<file path="src/rtl/branch_redirect_unit.sv">
// -----------------------------------------------------------------------------
// branch_redirect_unit
//
// Resolves conditional branches, JAL and JALR in the EX stage and drives the
// PC redirect port. A taken control transfer registers its target on `jump`,
// raises `JumpPC` for exactly one cycle and holds both pipeline flushes high
// for two cycles, which kills the two wrong-path instructions fetched behind
// it. While a redirect is in progress, EX inputs are ignored.
//
// State table
//   state    | meaning
//   ---------+-----------------------------------------------------------
//   IDLE     | sampling EX; a taken, valid, unstalled instruction redirects
//   REDIRECT | JumpPC strobe, both flushes, redirect counter advances
//   FLUSH    | both flushes only; EX holds a wrong-path instruction
//
// Ports
//   clk             clock
//   rst             asynchronous reset, active low
//   valid_ex        EX stage holds a valid instruction
//   stall           pipeline stall; EX is not sampled while high
//   is_branch       conditional branch
//   is_jal          JAL
//   is_jalr         JALR (highest priority of the three flags)
//   funct3          branch condition select
//   rs1_val         operand 1 (also the JALR base)
//   rs2_val         operand 2
//   pc_ex           PC of the EX instruction (word address)
//   imm             signed word offset, PCW bits
//   jump            registered redirect target; holds between redirects
//   JumpPC          one-cycle redirect strobe to the PC
//   flush_if_id     kill IF/ID
//   flush_id_ex     kill ID/EX
//   link_addr       pc_ex + 1, combinational
//   redirect_count  wrapping count of redirects issued
// -----------------------------------------------------------------------------
module branch_redirect_unit #(
  parameter int XLEN = 32,
  parameter int PCW  = 8
) (
  input  logic            clk,
  input  logic            rst,
  input  logic            valid_ex,
  input  logic            stall,
  input  logic            is_branch,
  input  logic            is_jal,
  input  logic            is_jalr,
  input  logic [2:0]      funct3,
  input  logic [XLEN-1:0] rs1_val,
  input  logic [XLEN-1:0] rs2_val,
  input  logic [PCW-1:0]  pc_ex,
  input  logic [PCW-1:0]  imm,
  output logic [PCW-1:0]  jump,
  output logic            JumpPC,
  output logic            flush_if_id,
  output logic            flush_id_ex,
  output logic [PCW-1:0]  link_addr,
  output logic [15:0]     redirect_count
);

  typedef enum logic [1:0] {
    IDLE     = 2'd0,
    REDIRECT = 2'd1,
    FLUSH    = 2'd2
  } state_t;

  state_t         state_q, state_d;
  logic [PCW-1:0] jump_q, jump_d;
  logic [15:0]    count_q, count_d;

  logic           eq, lt_s, lt_u;
  logic           cond_met;
  logic           taken;
  logic           accept;
  logic [PCW-1:0] target;

  // ---------------------------------------------------------------------------
  // Branch condition evaluation
  // ---------------------------------------------------------------------------
  assign eq   = (rs1_val == rs2_val);
  assign lt_s = ($signed(rs1_val) < $signed(rs2_val));
  assign lt_u = (rs1_val < rs2_val);

  always_comb begin
    cond_met = 1'b0;
    case (funct3)
      3'b000:  cond_met = eq;
      3'b001:  cond_met = ~eq;
      3'b100:  cond_met = lt_s;
      3'b101:  cond_met = ~lt_s;
      3'b110:  cond_met = lt_u;
      3'b111:  cond_met = ~lt_u;
      default: cond_met = 1'b0;   // 010 / 011 are not branch encodings
    endcase
  end

  assign taken = is_jalr | is_jal | (is_branch & cond_met);

  // imm is already PCW wide, so sign extension within PCW is the identity and
  // the PCW-bit sum wraps mod 2^PCW on its own. JALR wins over the other flags.
  always_comb begin
    target = pc_ex + imm;
    if (is_jalr) begin
      target = rs1_val[PCW-1:0] + imm;
    end
  end

  assign accept    = (state_q == IDLE) & valid_ex & ~stall;
  assign link_addr = pc_ex + PCW'(1);

  // ---------------------------------------------------------------------------
  // FSM: next state and outputs
  // ---------------------------------------------------------------------------
  // Strobe and flushes decode straight from the state register so that an
  // asynchronous reset drops them immediately, even mid-redirect.
  always_comb begin
    state_d     = state_q;
    jump_d      = jump_q;
    count_d     = count_q;
    JumpPC      = 1'b0;
    flush_if_id = 1'b0;
    flush_id_ex = 1'b0;
    case (state_q)
      IDLE: begin
        if (accept && taken) begin
          jump_d  = target;
          state_d = REDIRECT;
        end
      end
      REDIRECT: begin
        JumpPC      = 1'b1;
        flush_if_id = 1'b1;
        flush_id_ex = 1'b1;
        count_d     = count_q + 16'd1;
        state_d     = FLUSH;
      end
      FLUSH: begin
        flush_if_id = 1'b1;
        flush_id_ex = 1'b1;
        state_d     = IDLE;
      end
      default: begin
        state_d = IDLE;
      end
    endcase
  end

  // ---------------------------------------------------------------------------
  // State registers
  // ---------------------------------------------------------------------------
  always_ff @(posedge clk or negedge rst) begin
    if (!rst) begin
      state_q <= IDLE;
      jump_q  <= '0;
      count_q <= '0;
    end else begin
      state_q <= state_d;
      jump_q  <= jump_d;
      count_q <= count_d;
    end
  end

  assign jump           = jump_q;
  assign redirect_count = count_q;

endmodule
</file>
<file path="config.mk">
export PLATFORM = sky130hd
export DESIGN_NAME = branch_redirect_unit
export DESIGN_NICKNAME = d
export VERILOG_FILES = /design/src/rtl/branch_redirect_unit.sv
export SDC_FILE = /design/constraint.sdc
export NUM_CORES = 1
export LEC_CHECK = 0
export ABC_AREA = 1
export CORE_MARGIN = 3
export CORE_UTILIZATION = 34
export DETAILED_ROUTE_END_ITERATION = 7
export PLACE_DENSITY = 0.69
export SETUP_SLACK_MARGIN = 0.05
export SYNTH_ARGS = -nofsm -noshare
export SYNTH_HDL_FRONTEND = slang
export SYNTH_SLANG_ARGS = --single-unit
</file>
<file path="constraint.sdc">
create_clock -name clk -period 2.6 [get_ports clk]
set_input_delay 0.52 -clock clk [delete_from_list [all_inputs] [get_ports clk]]
set_output_delay 0.52 -clock clk [all_outputs]
set_load 0.02 [all_outputs]
</file>
Word level (Yosys, flattened, before mapping)
Cells that the tools add are included.
{"block": "totals", "register_bits": 26, "latchBits": 0, "mem_bits_rw": 0, "rom_bits": 0, "in_bits": 90, "out_inout_bits": 35, "wordCells": 38, "n_memories": 0}
{"block": "op_classes", "n_addsub": 4, "n_mul": 0, "n_div": 0, "n_lt_le_gt_ge": 2, "n_eq_ne": 9, "n_shift": 0, "muxes": 6, "n_bitwise": 9, "reduce_logical": 5}
{"cell": "$lt A32 B32 Y1", "count": 2}
{"cell": "$eq A32 B32 Y1", "count": 1}
{"cell": "$add A16 B1 Y16 const B", "count": 1}
{"cell": "$add A8 B8 Y8", "count": 2}
{"cell": "$eq A3 B3 Y1 const B", "count": 4}
{"cell": "$add A8 B1 Y8 const B", "count": 1}
{"cell": "$mux W8", "count": 1}
{"cell": "$pmux W1 S6", "count": 1}
{"cell": "$not A1 Y1", "count": 4}
{"cell": "$pmux W2 S2", "count": 1}
{"cell": "$and A1 B1 Y1", "count": 3}
{"cell": "$eq A3 B1 Y1 const B", "count": 1}
{"cell": "$logic_not A3 Y1", "count": 1}
{"cell": "$eq A2 B1 Y1 const B", "count": 1}
{"cell": "$eq A2 B2 Y1 const B", "count": 1}
{"cell": "$logic_not A2 Y1", "count": 1}
{"cell": "$mux W1", "count": 2}
{"cell": "$mux W2", "count": 1}
{"cell": "$ne A2 B1 Y1 const B", "count": 1}
{"cell": "$or A1 B1 Y1", "count": 2}
{"cell": "$reduce_and A2 Y1", "count": 1}
{"cell": "$reduce_or A2 Y1", "count": 1}
{"cell": "$logic_and A1 B1 Y1", "count": 1}

Logic depth before layout (Yosys ltp)
{"block": "depth", "depth_word": 8, "depth_mapped": 23, "mapped_depth_nobuf": 23}

Worst setup path before layout
OpenSTA, ideal clock, no wires.
{"block": "synth_timing", "path_type": "input-to-reg", "from": "in is_jalr", "to": "reg jump_q[6] (netlist: jump[6])", "setup_time_ns": 0.121, "arrival_time_ns": 2.413, "t_required_ns": 2.479, "slack_ns": 0.066, "cell_stages": 13, "path_buffers": 2, "path_cell_list": "clkbuf_1 clkbuf_1 nand2_1 o21ai_0 ha_1 inv_1 fa_1 o21ai_0 a21oi_1 nor2_1 nor2_1 xor2_1 o21ai_2"}
{"block": "synth_between", "elab_chain_len": 4, "word_cells_on_any_way": 5, "cone_classes": "1 x mux; 2 x bitwise; 2 x reduce/logical"}
{"element": "start, declared", "line": "47", "source": "input logic is_jalr,"}
{"element": "$or A1 B1 Y1 (2 in series)", "line": "97", "source": "assign taken = is_jalr | is_jal | (is_branch & cond_met);"}
{"element": "$logic_and A1 B1 Y1", "line": "125", "source": "if (accept && taken) begin"}
{"element": "$reduce_and A2 Y1 (no line)"}
{"element": "end signal, assigned", "line": "158", "source": "jump_q <= jump_d;"}
{"element": "end, declared", "line": "68", "source": "logic [PCW-1:0] jump_q, jump_d;"}
Parallel ways exist; a longest one is shown, timed or not.
A chain may end at the register's enable or synchronous reset.

Worst setup path after layout
{"block": "layout_timing", "from": "in pc_ex[1]", "to": "out link_addr[7]"}
{"block": "layout_between", "elab_chain_len": 1}
{"element": "start, declared", "line": "51", "source": "input logic [PCW-1:0] pc_ex,"}
{"element": "$add A8 B1 Y8", "line": "109", "source": "assign link_addr = pc_ex + PCW'(1);"}
{"element": "end, declared", "line": "57", "source": "output logic [PCW-1:0] link_addr,"}
Every way passes these cells.

==> results.py <==
metrics = {
    "outcome": {
        "outcome": "finished, final reports clean",
    },
    "cells_and_area": {
        "final_cells": 604,
        "fin_nets": 639,
        "area_growth_pct": 88.27,
        "drive_gt1_share_pct": 30.02,
    },
    "routing": {
        "wl_um": 8003,
        "dr.pass1.iters": 4,
        "wl_per_cell_um": 13.25,
        "vias": 2815,
        "vias_per_cell": 4.661,
        "antenna_left": 0,
        "first_iter_violations": 35,
        "post-route-drc-count": 0,
    },
    "synth": {
        "synthesis.instances": 344,
        "synthArstFlopShare_pct": 100.0,
        "ys_seq_elements": 26,
        "synth_edf_count": 0,
        "yosysWarnings": 0,
        "syn_avg_cell_area_um2": 7.536,
        "synth_ff_type": "dfrtp_1",
        "ys_seq_area_share_pct": 25.10,
        "synth.distinct_cells": 31,
        "syn_area_um2": 2592,
        "syn_nets": 479,
    },
    "critical_path": {
        "crit_buf_inv": 2,
        "critPathRequiredTime_ns": 2.08,
        "cp-startpoint": "pc_ex[1]",
        "path_max_fanout": 3,
        "critPathTopFamily": "buffers and inverters",
        "worst-setup-path-type": "input port to output pin",
        "crit_chain": "clkdlybuf4s50_1 -> nand3_1 -> nor2_1 -> nand2_1 -> nor3_2 -> xor2_1 -> buf_2",
        "r2r_slack_ns": 0.50,
        "slowest_delay_ns": 0.51,
        "critPathCaptureType": "output pin",
        "reg2regPathDepth": 10,
        "timing.rr.end": "redirect_count[15]",
        "startpoint_type": "input port",
        "timing.rr.start": "state_q[1]",
        "arrival_ns": 1.95,
        "slowest_stage": "clkdlybuf4s50_1",
    },
    "clock_tree": {
        "clockBufferDepth": 2,
        "insertion_delay_ns": 0.27,
        "cts.sinks": 26,
        "numCtsBuffers": 3,
        "cts_hold_buf": 0,
        "root_buffer": "clkbuf_8",
        "h-tree-depth": 1,
        "cts_tree": "built",
        "clk_pin_slew_worst_paths_ns": 0.09,
    },
    "placement": {
        "dpl.hpwl_um": 5896,
        "gp_congestion": 0.7809,
        "placed_cells": 594,
        "port_buffers": 124,
    },
    "pwr": {
        "ir_worst_vdd_uv": 270.2,
        "power.leakage_uw": 0.002695,
        "power_density_nw_per_um2": 469.2,
    },
    "global_routing": {
        "grt_pass1_wl_um": 10840,
        "grt.overflow.total": 0,
        "antenna_found_initial": 2,
        "grt_pass1_vias": 2616,
        "grtUsageTotal_pct": 15.07,
        "grt_max_degree": 27,
    },
    "timing": {
        "slew_headroom_pct": 78.61,
        "tightestPinTransition_ns": 0.3208,
        "finalClockSkew_ns": 0.004416,
        "fmax_mhz": 404.4,
        "slew_viol_final": 0,
        "hold_violations": 0,
        "finalSetupViolations": 0,
        "rsz0062_at_grt": "false",
        "period_needed_ns": 2.473,
        "hold_ws_ns": 0.4718,
        "finalCritPeriodShare_pct": 95.11,
    },
    "hold_path": {
        "hp-start": "redirect_count[15]",
        "holdPathEnd": "redirect_count[15]",
        "min_path_cells": 1,
        "hold_path_class": "register to register",
    },
    "floorplan": {
        "die_w_um": 93.32,
        "die_area_um2": 8709,
        "num_rows": 31,
        "coreArea_um2": 7331,
        "die_h_um": 93.32,
        "io_pins": 125,
        "start_util_pct": 35.36,
    },
    "run": {
        "drv_cap": 0,
    },
}
placed cells by master, fill, tap and decap left out, types with 11 or more instances in the layout:
cell type / netlist / layout
nand3_1: 19 / 19
nor2_1: 24 / 18
inv_2: 1 / 26
dfrtp_1: 26 / 26
inv_1: 63 / 38
ha_4: 0 / 23
ha_1: 44 / 18
nand2_1: 74 / 54
buf_4: 1 / 32
clkdlybuf4s50_1: 0 / 62
nand2_2: 5 / 21
a21oi_2: 1 / 11
xor2_1: 18 / 18
dlymetal6s2s_1: 0 / 56
layout make-up:
| class | instances | area, um^2 |
|---|---|---|
| flip-flops and latches | 26 | 650.6 |
| clock buffers | 3 | 41.29 |
| diodes | 2 | 5.005 |
| fillers | 550 | 2450 |
| well taps | 99 | 123.9 |
| repair buffers | 159 | 1663 |
| multi-input cells | 250 | 2127 |
| inverters | 64 | 240.2 |
| clock inverters | 1 | 30.03 |
state kept, by name, summed over array words and instances (netlist names):
register / cells
jump: 8
redirect_count: 16
state_q: 2
power by group:
| group | internal (uW) | total (uW) | switching [uW] |
|---|---|---|---|
| logic | 686 | 1340 | 655 |
| registers | 519 | 615 | 96.3 |
| clock network | 206 | 334 | 128 |
metrics by stage:
stage / total power [uW] / setup TNS [ns] / utilization [%] / setup WS, ns / cell area (um^2)
after global placement: 1788 / -2.923 / 56.85 / -0.2742 / 4168
after global routing: 2455 / 0 / 66.58 / 0.04042 / 4881
after detailed placement: 1825 / -3.738 / 56.85 / -0.3571 / 4168
after floorplan: 1252 / 0 / - / 0.06597 / 2592
after CTS: 2175 / 0 / 58.53 / 0.06034 / 4290
final: 2290 / 0 / 66.58 / 0.1272 / 4881
per-layer routing:
layer	track usage [%]	up-vias	share of wire, %
li1	-	1415	-
met2	27.75	94	52
met1	17.41	1297	40
met4	3.541	0	1.3
met5	0	-	0
met3	3.620	9	6.1
synth_stat cells, types with 2 or more instances:
cell	number	area [um^2]
a21o_1	3	22.52
a21oi_1	17	85.08
clkbuf_1	2	7.510
dfrtp_1	26	650.6
ha_1	44	550.5
inv_1	63	236.5
nand2_1	74	277.8
nand2_2	5	31.28
nand3_1	19	95.09
nand4_1	4	25.02
nor2_1	24	90.09
nor3_1	3	15.01
o21ai_0	11	55.05
o21ai_2	7	61.31
xnor2_1	9	78.83
xor2_1	18	157.7
worst max-delay path by stage:
stage	end	cells past startpoint
after global placement	jump[7]	12
after global routing	jump[6]	21
after CTS	jump[7]	13
after floorplan	jump[6]	13
after detailed placement	jump[6]	13
final	link_addr[7]	7
worst register-to-register path, stage by stage, from the launching register on:
cell and delay [ns]:
dfrtp_1 0.39, inv_1 0.11, ha_1 0.32, nand2_1 0.09, nor3_1 0.26, nand3_1 0.17, inv_1 0.13, nand4_1 0.11
nor2_1 0.19, nand3_1 0.11, xnor2_1 0.13
what timing repair did:
| item | in CTS | in global routing |
|---|---|---|
| buffers inserted | 0 | 3 |
| gates cloned | 0 | 1 |
| pin swaps | 6 | 42 |
| gates resized for setup | 23 | 150 |
| setup endpoints to repair | 15 | 12 |
logic make-up (layout without fill, tap and decap cells):
logic type                 count (synthesis)  after routing  share of synthesized area [%]
and+or+nand+nor                          134            134                          22.49
muxes                                      2              2                         0.8204
xor gates and xnor gates                  27             27                          9.122
buffers and inverters                     68            227                          10.62
DFF                                       26             26                          25.10
adders and majority gates                 45             45                          22.01
AOI/OAI and AO/OA                         42             42                          9.845
other                                      0              2                              0
Note: power is estimated with default switching activity, not from simulation.
